`src/rtl/hwag_capture_mc.sv`:
```
// Multi-channel crank/cam capture front-end: synchroniser, glitch filter,
// edge detection and period / missing-tooth / stall measurement per channel.
module hwag_capture_mc #(
  parameter int CH        = 2,
  parameter int FW        = 16,
  parameter int TW        = 24,
  parameter int GAP_SHIFT = 1
) (
  input  logic             clk,
  input  logic             rst,
  input  logic [CH-1:0]    vr_in,
  input  logic [CH-1:0]    filt_ena,
  input  logic [CH-1:0]    cap_ena,
  input  logic [CH-1:0]    edge_sel,
  input  logic [CH*FW-1:0] flt_val,
  output logic [CH-1:0]    filtered,
  output logic [CH-1:0]    edge_rise,
  output logic [CH-1:0]    edge_fall,
  output logic [CH-1:0]    cap_valid,
  output logic [CH*TW-1:0] period,
  output logic [CH-1:0]    gap,
  output logic [CH-1:0]    stall
);

  localparam int CW = TW + GAP_SHIFT;

  typedef enum logic [1:0] {
    ST_IDLE,
    ST_ARM,
    ST_RUN
  } cap_state_e;

  for (genvar i = 0; i < CH; i++) begin : g_ch
    logic          sync_a;
    logic          sync_b;
    logic          flt_q;
    logic          flt_prev;
    logic          rise_q;
    logic          fall_q;
    logic [FW-1:0] cnt_q;
    logic [FW-1:0] thr;
    logic          rise_c;
    logic          fall_c;
    logic          act;

    cap_state_e    state_q;
    cap_state_e    state_d;
    logic [TW-1:0] timer_q;
    logic [TW-1:0] timer_d;
    logic [TW-1:0] period_q;
    logic [TW-1:0] period_d;
    logic [TW-1:0] prev_period_q;
    logic [TW-1:0] prev_period_d;
    logic          prev_ok_q;
    logic          prev_ok_d;
    logic          cap_q;
    logic          cap_d;
    logic          gap_q;
    logic          gap_d;
    logic          stall_q;
    logic          stall_d;
    logic [CW-1:0] cur_wide;
    logic [CW-1:0] ref_wide;

    assign thr = flt_val[i*FW +: FW];

    always_ff @(posedge clk or posedge rst) begin
      if (rst) begin
        sync_a <= 1'b0;
        sync_b <= 1'b0;
      end else begin
        sync_a <= vr_in[i];
        sync_b <= sync_a;
      end
    end

    // A new level is adopted only after it has persisted thr+1 samples.
    always_ff @(posedge clk or posedge rst) begin
      if (rst) begin
        flt_q <= 1'b0;
        cnt_q <= '0;
      end else if (!filt_ena[i]) begin
        flt_q <= sync_b;
        cnt_q <= '0;
      end else if (sync_b == flt_q) begin
        cnt_q <= '0;
      end else if (cnt_q == thr) begin
        flt_q <= sync_b;
        cnt_q <= '0;
      end else begin
        cnt_q <= cnt_q + 1'b1;
      end
    end

    assign rise_c = flt_q & ~flt_prev;
    assign fall_c = ~flt_q & flt_prev;
    assign act    = edge_sel[i] ? fall_c : rise_c;

    always_ff @(posedge clk or posedge rst) begin
      if (rst) begin
        flt_prev <= 1'b0;
        rise_q   <= 1'b0;
        fall_q   <= 1'b0;
      end else begin
        flt_prev <= flt_q;
        rise_q   <= rise_c;
        fall_q   <= fall_c;
      end
    end

    // Gap test is done one bit wider so the shifted reference cannot overflow.
    assign cur_wide = CW'(timer_q);
    assign ref_wide = CW'(prev_period_q) << GAP_SHIFT;

    always_comb begin
      state_d       = state_q;
      timer_d       = timer_q;
      period_d      = period_q;
      prev_period_d = prev_period_q;
      prev_ok_d     = prev_ok_q;
      cap_d         = 1'b0;
      gap_d         = 1'b0;
      stall_d       = stall_q;
      if (!cap_ena[i]) begin
        state_d   = ST_IDLE;
        timer_d   = '0;
        stall_d   = 1'b0;
        prev_ok_d = 1'b0;
      end else begin
        case (state_q)
          ST_IDLE: begin
            state_d   = ST_ARM;
            timer_d   = '0;
            prev_ok_d = 1'b0;
          end
          ST_ARM: begin
            prev_ok_d = 1'b0;
            if (act) begin
              timer_d = {{(TW-1){1'b0}}, 1'b1};
              stall_d = 1'b0;
              state_d = ST_RUN;
            end
          end
          ST_RUN: begin
            if (act) begin
              period_d      = timer_q;
              cap_d         = 1'b1;
              gap_d         = prev_ok_q && (cur_wide > ref_wide);
              prev_period_d = timer_q;
              prev_ok_d     = 1'b1;
              timer_d       = {{(TW-1){1'b0}}, 1'b1};
            end else if (timer_q == {TW{1'b1}}) begin
              stall_d   = 1'b1;
              prev_ok_d = 1'b0;
              state_d   = ST_ARM;
            end else begin
              timer_d = timer_q + 1'b1;
            end
          end
          default: begin
            state_d = ST_IDLE;
            timer_d = '0;
          end
        endcase
      end
    end

    always_ff @(posedge clk or posedge rst) begin
      if (rst) begin
        state_q       <= ST_IDLE;
        timer_q       <= '0;
        period_q      <= '0;
        prev_period_q <= '0;
        prev_ok_q     <= 1'b0;
        cap_q         <= 1'b0;
        gap_q         <= 1'b0;
        stall_q       <= 1'b0;
      end else begin
        state_q       <= state_d;
        timer_q       <= timer_d;
        period_q      <= period_d;
        prev_period_q <= prev_period_d;
        prev_ok_q     <= prev_ok_d;
        cap_q         <= cap_d;
        gap_q         <= gap_d;
        stall_q       <= stall_d;
      end
    end

    assign filtered[i]         = flt_q;
    assign edge_rise[i]        = rise_q;
    assign edge_fall[i]        = fall_q;
    assign cap_valid[i]        = cap_q;
    assign period[i*TW +: TW]  = period_q;
    assign gap[i]              = gap_q;
    assign stall[i]            = stall_q;
  end

endmodule

```
`config.mk`:
```
export PLATFORM = sky130hd
export DESIGN_NAME = hwag_capture_mc
export DESIGN_NICKNAME = d
export VERILOG_FILES = /design/src/rtl/hwag_capture_mc.sv
export SDC_FILE = /design/constraint.sdc
export NUM_CORES = 1
export LEC_CHECK = 0
export ABC_AREA = 1
export BUFFER_PORTS_ARGS = -buffer_cell sky130_fd_sc_hd__buf_2
export CORE_UTILIZATION = 47
export DETAILED_ROUTE_END_ITERATION = 7
export GPL_ROUTABILITY_DRIVEN = 0
export HOLD_SLACK_MARGIN = 0.05
export PLACE_DENSITY = 0.7
export SYNTH_ARGS = -nofsm -noshare
export SYNTH_HDL_FRONTEND = slang
export SYNTH_SLANG_ARGS = --single-unit
```
`constraint.sdc`:
```
create_clock -name clk -period 7 [get_ports clk]
set_clock_uncertainty 0.1 [all_clocks]
set_input_delay 1.4 -clock clk [delete_from_list [all_inputs] [get_ports clk]]
set_output_delay 1.4 -clock clk [all_outputs]
set_load 0.02 [all_outputs]
```
==> metrics list <==
- The run finished with clean final reports.
- The synthesized netlist contains 37 unique library cells.
* Fraction of the cycle the final worst path needs: 43.1%
* Clock group share of total power: 39.8%
- Core Area: 0.0202 sq mm
* Clk Latency, worst-skew pair: 0.42 ns
- After routing, the total negative slack on setup checks comes to 0 ns.
- Summing the areas of all fa, ha and maj instances in the mapped netlist gives 7.47% of the synthesized area.
- CTS H-Tree Depth: 4
* Final count of pins violating max slew: 0
- Arrival @ worst endpoint: 3.20 ns
- Number of hold buffers added after cts: 0
* Number of endpoints with negative hold slack in the final report: 0
* Post-Syn Instances: 1333
* Number of filler instances in the final layout: 1956
- Buffers added on ports: 101
- Required time at the endpoint of the critical path: 7.18 ns
* Initial antenna violation count: 0
- Share of post-route cells with drive strength above 1: 12.1%
- For this run, the register share of the synthesized area comes to 39.2%.
- Die Outline Area: 0.0212 sq mm
* Switching power share of the total: 30.8%
- Of all nets on the critical path, the largest fanout is 44.
- Total Routing Usage GR: 22.4%
- Cell depth of the worst min-delay path: 0
- Summed over all nets, the switching power comes to 725 uW.
* Clock tree from TritonCTS: done
* Syn Nets: 1433
- The worst-case IR drop observed on VDD is 0.180 mV.
- Flop2flop setup slack: 4.35 ns
- Post-CTS setup buffer count: 0
* Number of cells on the worst reg-to-reg path: 8
* Internal power: 1630 uW
- Measured along the x axis, the die boundary spans 146 um.
- Antenna Cells: 0
- Total half-perimeter wirelength after legalization and detailed placement: 16.9 mm
* Combinational family with the most area after synthesis: simple AND/OR/NAND/NOR gates
- Final hold analysis gives a worst-case slack of 0.252 ns.
- Pin slew with the least headroom to its limit: 0.900 ns
- For hold timing, the worst endpoint is g_ch[0].sync_b.
- Count of instances resized after the clock tree is built: 0
- Across the run, the number of max-cap violations was 0.
- The biggest area contributor in the post-synthesis netlist is sky130_fd_sc_hd__dfrtp_1.
- Total setup violations reported at the end of the flow: 0
- Source of the worst register-to-register timing path: g_ch[1].timer_q[0]
- Largest incremental delay on the critical path: 0.55 ns
- Register share of total power: 41.3%
- Effective utilization at floorplan: 48.0%
- Clock tree synthesis selected as its root buffer the cell sky130_fd_sc_hd__clkbuf_16.
* XOR/XNOR share of the synthesized area: 5.41%
* Most frequent standard cell in the layout excluding fill and tap cells: sky130_fd_sc_hd__nand2_1
* Area fraction in compound gates after synthesis: 7.56%
- Clock-pin slew of the registers on the worst-case setup and hold paths: 0.06 ns
- Synthesized area per cell: 7.29 sq um
- Top area cells in the synthesized netlist: sky130_fd_sc_hd__dfrtp_1, sky130_fd_sc_hd__nand2_1, sky130_fd_sc_hd__inv_1
* Vias per cell: 5.04
* Via count of the routed design: 8585
- Final routed wire length divided by cell count: 13.3 um
* Type of the worst min-delay path: flip-flop to flip-flop
- Routed wire length: 22.7 mm
* Residual DRC: 0
- The top cell type by area accounts for 39.2% of the synthesized area.
* Fraction of the mapped netlist area in simple logic gates: 30.4%
- In this run the vertical extent of the chip is 146 um.
- Summed over all layers, the global routing overflow is 0.
- For this design the top-level I/O count stands at 102.
- The mapped netlist covers 0.00971 sq mm.
* Fmax: 0.331 GHz
- Initial DRC Count: 627
- Series of cell instances along the critical path: buf_2 > inv_1 > nand3_1 > nand2_2 > nand3_2 > clkinv_1 > o21ai_0 > o21ai_0
* Worst flop-to-flop path endpoint: g_ch[1].timer_q[4]
* Largest buffer count on any clock path: 2
* Proportion of power drawn by combinational gates: 18.9%
* Commonest cells after routing, fill and taps aside: sky130_fd_sc_hd__nand2_1, sky130_fd_sc_hd__inv_1, sky130_fd_sc_hd__nor2_1
- Hold Crit Start: g_ch[0].sync_a
- For this run, the post-layout net count is 1521.
- The cell that appears most often on the critical path is sky130_fd_sc_hd__o21ai_0.
- The first global-routing pass estimated 38.8 mm of wire.
- The Yosys step of the flow raised 0 warnings.
- The number of global-route vias before repair came to 8098.
- Area growth from synthesis to layout: 12.7%
- Unrepaired setup endpoints after global routing: false
* WS Path Type: input pin to flip-flop
- Number of storage elements in the synthesis netlist: 152
- Once detail routing completed, the nets flagged for antenna violations numbered 0.
- The pre-antenna-repair detailed-routing pass consisted of 7 iterations.
- Category of the worst setup path launch point: input pin
* Mux cell area share after synthesis: 0%
- Entering global routing, the biggest net connects 85 pins.
- Standby leakage power: 0.00543 uW
* Max-slew headroom: 40.0%
- Clock Sinks: 152
- The floorplan has 52 rows.
- Total Power Consumption: 2360 uW
- Slowest-stage cell, CP: sky130_fd_sc_hd__nand3_2
- The smallest clock period supported by the final layout is computed as 3.02 ns.
- Clock buffers created by TritonCTS: 17
* Critical Path Sink Type: flip-flop
- Total power density per cell area: 215 mW/mm^2
cells by family after synthesis:
family	count (synthesis)
xor+xnor	60
compound gates	135
flops	152
simple gates	696
fa+ha+maj	58
buf+inv	232
worst max path at each step:
stage,start,to,slack (ns),cells past startpoint
global route,edge_sel[1],g_ch[1].timer_q[0],3.75,8
finish,edge_sel[1],g_ch[1].timer_q[0],3.98,8
detailed placement,edge_sel[1],g_ch[1].timer_q[0],3.58,8
global placement,edge_sel[1],g_ch[1].timer_q[0],3.69,8
CTS,edge_sel[1],g_ch[1].timer_q[0],3.99,8
floorplan,rst,g_ch[0].cap_q,1.41,1
cell type report:
type                            count  area (sq um)  share of cell area, %
Sequential cell                   152          3800                   34.8
Multi-Input combinational cell    949          4930                   45.1
Tap cell                          270           338                   3.09
Clock inverter                     12           150                   1.37
Inverter                          198           748                   6.84
Clock buffer                       20           447                   4.08
Timing Repair Buffer              103           520                   4.76
power groups by stage:
stage	registers [uW]	logic [uW]	clock network, uW
final	974	444	938
after global routing	981	502	1000
after CTS	974	446	960
after detailed placement	987	444	0
after global placement	988	437	0
after floorplan	1010	295	0
critical path: cells and delay by family:
family                 cells  cell delay, ns
AO/OA/AOI/OAI              2            0.41
buffers and inverters      3            0.58
AND/OR/NAND/NOR            3            0.77
per-layer routing:
metal,GRT usage (%),vias up,share of wire (%)
met2,34.5,249,44
met5,0,-,0
li1,-,4362,-
met1,31.8,3937,48
met4,8.16,0,2.0
met3,3.73,37,5.5
synthesized netlist by cell type (all sizes together):
| master | instances |
|---|---|
| clkinv | 2 |
| a31oi | 1 |
| xnor2 | 8 |
| a21o | 1 |
| nand3 | 84 |
| clkbuf | 8 |
| o21bai | 2 |
| nor4 | 2 |
| nor2 | 175 |
| o22ai | 1 |
| or2 | 3 |
| xor2 | 52 |
| inv | 196 |
| nand3b | 5 |
| o21ai | 104 |
| nand4 | 23 |
| nor3 | 22 |
| a21oi | 23 |
| dfrtp | 152 |
| nand2 | 382 |
| ha | 58 |
| buf | 26 |
| o21a | 3 |
metrics by stage:
stage | instance area [sq um] | worst slack (ns) | util, % | cells
finish | 10900 | 3.98 | 54.1 | 1704
floorplan | 9710 | 1.41 | - | 1333
global route | 10900 | 3.75 | 54.1 | 1704
detailed placement | 10300 | 3.58 | 51.1 | 1672
global placement | 10300 | 3.69 | 51.1 | 1672
CTS | 10900 | 3.99 | 54.1 | 1704
sequential cells by signal (all words and copies together) (netlist names):
name                count
g_ch.timer_q           48
g_ch.sync_b             2
g_ch.prev_period_q     48
g_ch.fall_q             2
g_ch.stall_q            2
g_ch.sync_a             2
g_ch.cap_q              2
g_ch.state_q            4
g_ch.prev_ok_q          2
g_ch.flt_q              2
g_ch.rise_q             2
g_ch.cnt_q             32
g_ch.flt_prev           2
g_ch.gap_q              2
Power figures use the tool's default switching activity.
